==> src/rtl/dp_demod.sv <==
// Non-coherent AM/FM demodulator: rectifier or delay-and-multiply detector followed by a 2^-K IIR low-pass.
// Optional DC-blocking output stage enabled by defining DP_DEMOD_DC_BLOCK_EN.
module dp_demod #(
  parameter int W = 16,
  parameter int K = 4,
  parameter int D = 4
) (
  input  logic         clk,
  input  logic         ic_rst_n,
  input  logic [W-1:0] id_data,
  input  logic         ic_val_data,
  input  logic         ic_fm_am,
  input  logic         ic_clr,
  output logic [W-1:0] od_data,
  output logic         oc_val_data
);

  localparam int AW = W + K + 1;
  localparam int PW = 2 * W;
  localparam int CW = $clog2(D + 1);
  localparam logic signed [W-1:0] SMAX = {1'b0, {(W-1){1'b1}}};
  localparam logic signed [W-1:0] SMIN = {1'b1, {(W-1){1'b0}}};

  typedef enum logic [1:0] {IDLE, FILL, RUN} state_t;

  state_t                state_q, state_d;
  logic                  mode_q, mode_d;
  logic [CW-1:0]         cnt_q, cnt_d;
  logic [D-1:0][W-1:0]   dl_q, dl_d;
  logic                  pend_q, pend_d;
  logic signed [W-1:0]   e_q, e_d;
  logic                  ve_q, ve_d;
  logic                  rse_q, rse_d;
  logic signed [AW-1:0]  acc_q, acc_d;
  logic                  va_q, va_d;
  logic [W-1:0]          od_q, od_d;
  logic                  val_q, val_d;

  logic                  first;
  logic signed [W-1:0]   x, x_old, am_e, fm_e, y;
  logic signed [PW-1:0]  prod;
  logic signed [AW-1:0]  acc_base;

`ifdef DP_DEMOD_DC_BLOCK_EN
  localparam int DW = W + K + 5;
  localparam int DS = K + 4;
  localparam int EW = W + 2;

  logic                  rsa_q, rsa_d;
  logic signed [DW-1:0]  dc_q, dc_d;
  logic signed [DW-1:0]  dc_base, dcs;
  logic signed [EW-1:0]  diff;
`endif

  // Both detectors are always evaluated; the FSM picks one per accepted sample.
  always_comb begin
    x     = $signed(id_data);
    x_old = $signed(dl_q[D-1]);
    prod  = PW'(x) * PW'(x_old);
    am_e  = (x == SMIN) ? SMAX : (x[W-1] ? -x : x);
    fm_e  = (x == SMIN && x_old == SMIN) ? SMAX : W'(prod >>> (W - 1));
  end

  // Front end: mode tracking, delay-line fill and detector register. A mode change
  // does not touch acc directly; the first new-mode sample carries a restart flag instead,
  // so the old-mode samples still in flight finish on the old accumulator.
  always_comb begin
    state_d = state_q;
    mode_d  = mode_q;
    cnt_d   = cnt_q;
    dl_d    = dl_q;
    pend_d  = pend_q;
    e_d     = e_q;
    ve_d    = 1'b0;
    rse_d   = rse_q;
    first   = 1'b0;
    if (ic_clr) begin
      state_d = IDLE;
      mode_d  = 1'b0;
      cnt_d   = '0;
      dl_d    = '0;
      pend_d  = 1'b0;
      e_d     = '0;
      rse_d   = 1'b0;
    end else if (ic_val_data) begin
      first   = (state_q == IDLE) || (ic_fm_am != mode_q);
      dl_d[0] = id_data;
      for (int i = 1; i < D; i++) begin
        dl_d[i] = first ? '0 : dl_q[i-1];
      end
      if (first) begin
        mode_d = ic_fm_am;
        pend_d = 1'b1;
        if (ic_fm_am) begin
          cnt_d   = CW'(1);
          state_d = (D == 1) ? RUN : FILL;
        end else begin
          state_d = RUN;
          ve_d    = 1'b1;
          e_d     = am_e;
          rse_d   = 1'b1;
          pend_d  = 1'b0;
        end
      end else if (state_q == FILL) begin
        cnt_d = cnt_q + CW'(1);
        if (cnt_d == CW'(D)) begin
          state_d = RUN;
        end
      end else begin
        ve_d   = 1'b1;
        e_d    = mode_q ? fm_e : am_e;
        rse_d  = pend_q;
        pend_d = 1'b0;
      end
    end
  end

  // Back end: IIR low-pass update, then the output register.
  always_comb begin
    acc_d    = acc_q;
    va_d     = 1'b0;
    od_d     = od_q;
    val_d    = 1'b0;
    acc_base = rse_q ? '0 : acc_q;
    y        = W'(acc_q >>> K);
`ifdef DP_DEMOD_DC_BLOCK_EN
    rsa_d    = rsa_q;
    dc_d     = dc_q;
    dc_base  = rsa_q ? '0 : dc_q;
    dcs      = dc_base >>> DS;
    diff     = EW'(y) - EW'(dcs);
`endif
    if (ic_clr) begin
      acc_d = '0;
      od_d  = '0;
`ifdef DP_DEMOD_DC_BLOCK_EN
      rsa_d = 1'b0;
      dc_d  = '0;
`endif
    end else begin
      if (ve_q) begin
        acc_d = acc_base + AW'(e_q) - (acc_base >>> K);
        va_d  = 1'b1;
`ifdef DP_DEMOD_DC_BLOCK_EN
        rsa_d = rse_q;
`endif
      end
      if (va_q) begin
        val_d = 1'b1;
`ifdef DP_DEMOD_DC_BLOCK_EN
        dc_d  = dc_base + DW'(y) - dcs;
        if (diff > EW'(SMAX)) begin
          od_d = SMAX;
        end else if (diff < EW'(SMIN)) begin
          od_d = SMIN;
        end else begin
          od_d = W'(diff);
        end
`else
        od_d  = y;
`endif
      end
    end
  end

  always_ff @(posedge clk or negedge ic_rst_n) begin
    if (!ic_rst_n) begin
      state_q <= IDLE;
      mode_q  <= 1'b0;
      cnt_q   <= '0;
      dl_q    <= '0;
      pend_q  <= 1'b0;
      e_q     <= '0;
      ve_q    <= 1'b0;
      rse_q   <= 1'b0;
      acc_q   <= '0;
      va_q    <= 1'b0;
      od_q    <= '0;
      val_q   <= 1'b0;
`ifdef DP_DEMOD_DC_BLOCK_EN
      rsa_q   <= 1'b0;
      dc_q    <= '0;
`endif
    end else begin
      state_q <= state_d;
      mode_q  <= mode_d;
      cnt_q   <= cnt_d;
      dl_q    <= dl_d;
      pend_q  <= pend_d;
      e_q     <= e_d;
      ve_q    <= ve_d;
      rse_q   <= rse_d;
      acc_q   <= acc_d;
      va_q    <= va_d;
      od_q    <= od_d;
      val_q   <= val_d;
`ifdef DP_DEMOD_DC_BLOCK_EN
      rsa_q   <= rsa_d;
      dc_q    <= dc_d;
`endif
    end
  end

  assign od_data     = od_q;
  assign oc_val_data = val_q;

endmodule
==> config.mk <==
export PLATFORM = sky130hd
export DESIGN_NAME = dp_demod
export DESIGN_NICKNAME = d
export VERILOG_FILES = /design/src/rtl/dp_demod.sv
export SDC_FILE = /design/constraint.sdc
export NUM_CORES = 1
export LEC_CHECK = 0
export CAP_MARGIN = 10
export CELL_PAD_IN_SITES_DETAIL_PLACEMENT = 2
export CELL_PAD_IN_SITES_GLOBAL_PLACEMENT = 2
export CORE_ASPECT_RATIO = 0.8
export CORE_MARGIN = 4
export CORE_UTILIZATION = 42
export CTS_CLUSTER_DIAMETER = 50
export CTS_CLUSTER_SIZE = 12
export DETAILED_ROUTE_END_ITERATION = 6
export HOLD_SLACK_MARGIN = 0.1
export PLACE_DENSITY_LB_ADDON = 0.25
export RECOVER_POWER = 100
export SYNTH_ARGS = -nofsm -noshare
export SYNTH_HDL_FRONTEND = slang
export SYNTH_SLANG_ARGS = --single-unit
==> constraint.sdc <==
create_clock -name clk -period 8.2 [get_ports clk]
set_input_delay 1.23 -clock clk [delete_from_list [all_inputs] [get_ports clk]]
set_output_delay 1.23 -clock clk [all_outputs]
set_load 0.01 [all_outputs]
==> flow_summary.toml <==
[outcome]
status = "finished with violations"
failed_checks = "max-capacitance violations, max-slew violations"

[synthesis]
synth.area.mux_share = 0.0312
yosysTopAreaCellShare = 0.336
synth_seq_area_share = 0.196
yosys.area_share.simple = 0.137
synth.largest_area_cell = "fa_1"
ys_ff_latch = 128
synth_cell_types = 64
synth_area_leaders = "fa_1 (34%), dfrtp_1 (20%), inv_1 (8.4%)"
synth_compound_area_frac = 0.0864
synth_warnings = 0
synth_xor_area_frac = 0.0305
synth_flop_cell = "dfrtp_1"
syn_nets = 2124
synth_top_family_by_area = "adder cells"
synth-edff-count = 0
synthTopCellsByCount = "inv_1 (365), fa_1 (275), nand2_1 (175)"
synth-adder-area-share = 0.414
synth.avg_cell_area_um2 = 9.49
netlist_instances = 1726
synthArstFlopShare = 1.00
synth_most_common_cell = "inv_1"
mappedNetlistArea_um2 = 16400

[final_layout]
fin_nets = 2121
fill_cells = 4099
final_layout_size_suffix_gt1_frac = 0.0426
design_area_um2 = 17800
antenna_cells = 0
area_growth_pct = 8.57

[setup_path]
r2r-start = "x_old[8]"
path_class = "in -> reg"
worstSetupEndpoint = "e_q[14]"
reg2reg_to = "e_q[14]"
r2r_slack_ps = 1170
rr_worst_depth = 22
end_kind = "flop"
cp.required_ps = 8560
crit_arrival_ps = 8110
crit_fanout = 10
start_kind = "input pin"
critPathLaunch = "id_data[7]"

[clock_tree]
cts_buffer_depth = 2
cts_root_buffer = "clkbuf_16"
clock_sinks = 128
holdBufCountCts = 0
clk_pin_slew_ps = 70
htree_levels = 4
cts-resized-gates = 0
clk_latency_ps = 430
cts_buffers = 17
postCtsSetupBuffers = 0
cts_tree = "built"

[sta]
rsz0062_at_grt = "false"
skew_ps = 11.6
hold_violations = 0
setup_viol = 0
setup_tns_ps = 0
tightest_slew_ps = 4310
period_share = 0.945
holdWs_ps = 480
max_clock_freq_mhz = 129
slew_headroom = -1.87
layout_min_cycle_time_ps = 7750
drv_slew = 253

[pwr]
pwr_density_cell_nw_per_um2 = 136
p_leak_uw = 0.00945
ir_worst_vdd_v = 0.000179

[drt]
drc = 0
ant_nets = 0
avgViaCountPerCell = 5.34
dr.pass1.iters = 4
drtIter0Drc = 580
route.detailed.wl_per_inst_um = 22.9
vias = 11903
drt_wl_total_mm = 51.1

[die]
die_w_um = 229
initial_utilization = 0.427
die_y_um = 185
num_rows = 64
coreArea_um2 = 38400
io_pins = 38
die_area_um2 = 42300

[global_route]
grtUsageTotal = 0.251
grt_overflow = 0
grt_pass1_vias = 14143
antenna_found_initial = 0
grt_max_degree = 81
grt_pass1_wl_mm = 82.1

[worst_hold_path]
hold_class = "reg -> reg"

[placed_design]
place_hpwl_mm = 40.0
portBuffers = 37
place_congestion = 0.809
placed_cell_area_um2 = 17300

[job]
drv_cap = 5
==> worst max-delay path: stages <==
cell and delay (ps):
clkdlybuf4s50_1 870, nand2_1 180, fa_1 570, inv_1 50, fa_1 500, inv_1 70, fa_1 600, inv_1 70
fa_1 470, fa_1 500, inv_1 60, fa_1 500, inv_1 50, ha_1 300, nand2_1 90, o21a_1 220
o21a_1 150, a211oi_4 410, a21oi_1 280, o21ai_2 320, a31oi_1 150, or3b_1 370, nand4_1 100
==> cell usage in the layout (no fill, tap or decap), drive strengths merged, types with 3 or more instances in the layout <==
cell,synthesis,routed
nand2,175,175
nand2b,30,30
and2,118,118
dlygate4sd3,0,19
a211oi,10,10
buf,14,29
o31ai,7,7
a21o,18,18
clkinvlp,0,3
nor3,5,5
and3,3,3
nor2,85,85
dfrtp,128,128
a211o,3,3
a22o,49,49
a31oi,5,5
xnor2,34,34
o21a,11,11
inv,365,372
clkbuf,78,24
o22ai,5,5
a21oi,42,42
o21ai,30,30
clkinv,0,3
nor2b,7,7
ha,102,102
fa,275,275
clkdlybuf4s50,0,16
xor2,23,23
or3,4,4
mux2i,50,50
o21bai,5,5
nor4,5,5
nand3,12,12
nand4,7,7
==> cell families (layout without fill, tap and decap cells) <==
family / Yosys count / after routing
buf+inv: 457 / 467
compound gates: 197 / 197
simple gates: 459 / 459
fa+ha+maj: 377 / 377
xor+xnor: 57 / 57
flops: 128 / 128
mux: 51 / 51
==> stage by stage <==
step	power, uW	worst slack (ps)	util	cells
after global routing	2590	159	0.464	2231
after global placement	1610	332	0.450	2199
after floorplan	1410	1100	-	1726
final	2420	454	0.464	2231
after detailed placement	1670	3.28	0.450	2199
after CTS	2460	474	0.465	2231
==> registers in the layout, summed over array words and instances, names as in the netlist, 2 cells and up <==
signal   count
state_q      2
e_q         16
dl_q        48
acc_q       21
cnt_q        3
od_data     16
x_old       16
==> worst min path at each step <==
stage                  from       to  slack [ps]  depth (start not counted)
global placement     e_q[9]   e_q[9]         460                          2
global route        e_q[12]  e_q[12]         510                          2
detailed placement   e_q[5]   e_q[5]         460                          2
floorplan           e_q[10]  e_q[10]         440                          2
CTS                  e_q[8]   e_q[8]         490                          2
finish               e_q[8]   e_q[8]         480                          2
==> layout make-up <==
cell class / count / area [um2] / area share
well taps: 495 / 619 / 0.0348
clock buffers: 18 / 429 / 0.0241
inverters: 365 / 1370 / 0.0770
repair buffers: 70 / 591 / 0.0332
flip-flops and latches: 128 / 3200 / 0.180
multi-input cells: 1141 / 11400 / 0.642
clock inverters: 14 / 148 / 0.00830
==> metal layers <==
metal | global-route usage | up-vias | share of wire
li1 | - | 5271 | -
met1 | 0.335 | 6400 | 0.45
met2 | 0.439 | 173 | 0.50
met3 | 0.0368 | 59 | 0.032
met4 | 0.0584 | 0 | 0.020
met5 | 0 | - | 0
==> report_power, final <==
| group | switching [uW] | leakage, uW | internal (uW) | total (uW) |
|---|---|---|---|---|
| clock | 329 | 0.000274 | 428 | 757 |
| combinational | 567 | 0.00742 | 402 | 968 |
| sequential | 33.0 | 0.00176 | 667 | 700 |
| total | 928 | 0.00945 | 1500 | 2420 |
Power figures use the tool's default switching activity.
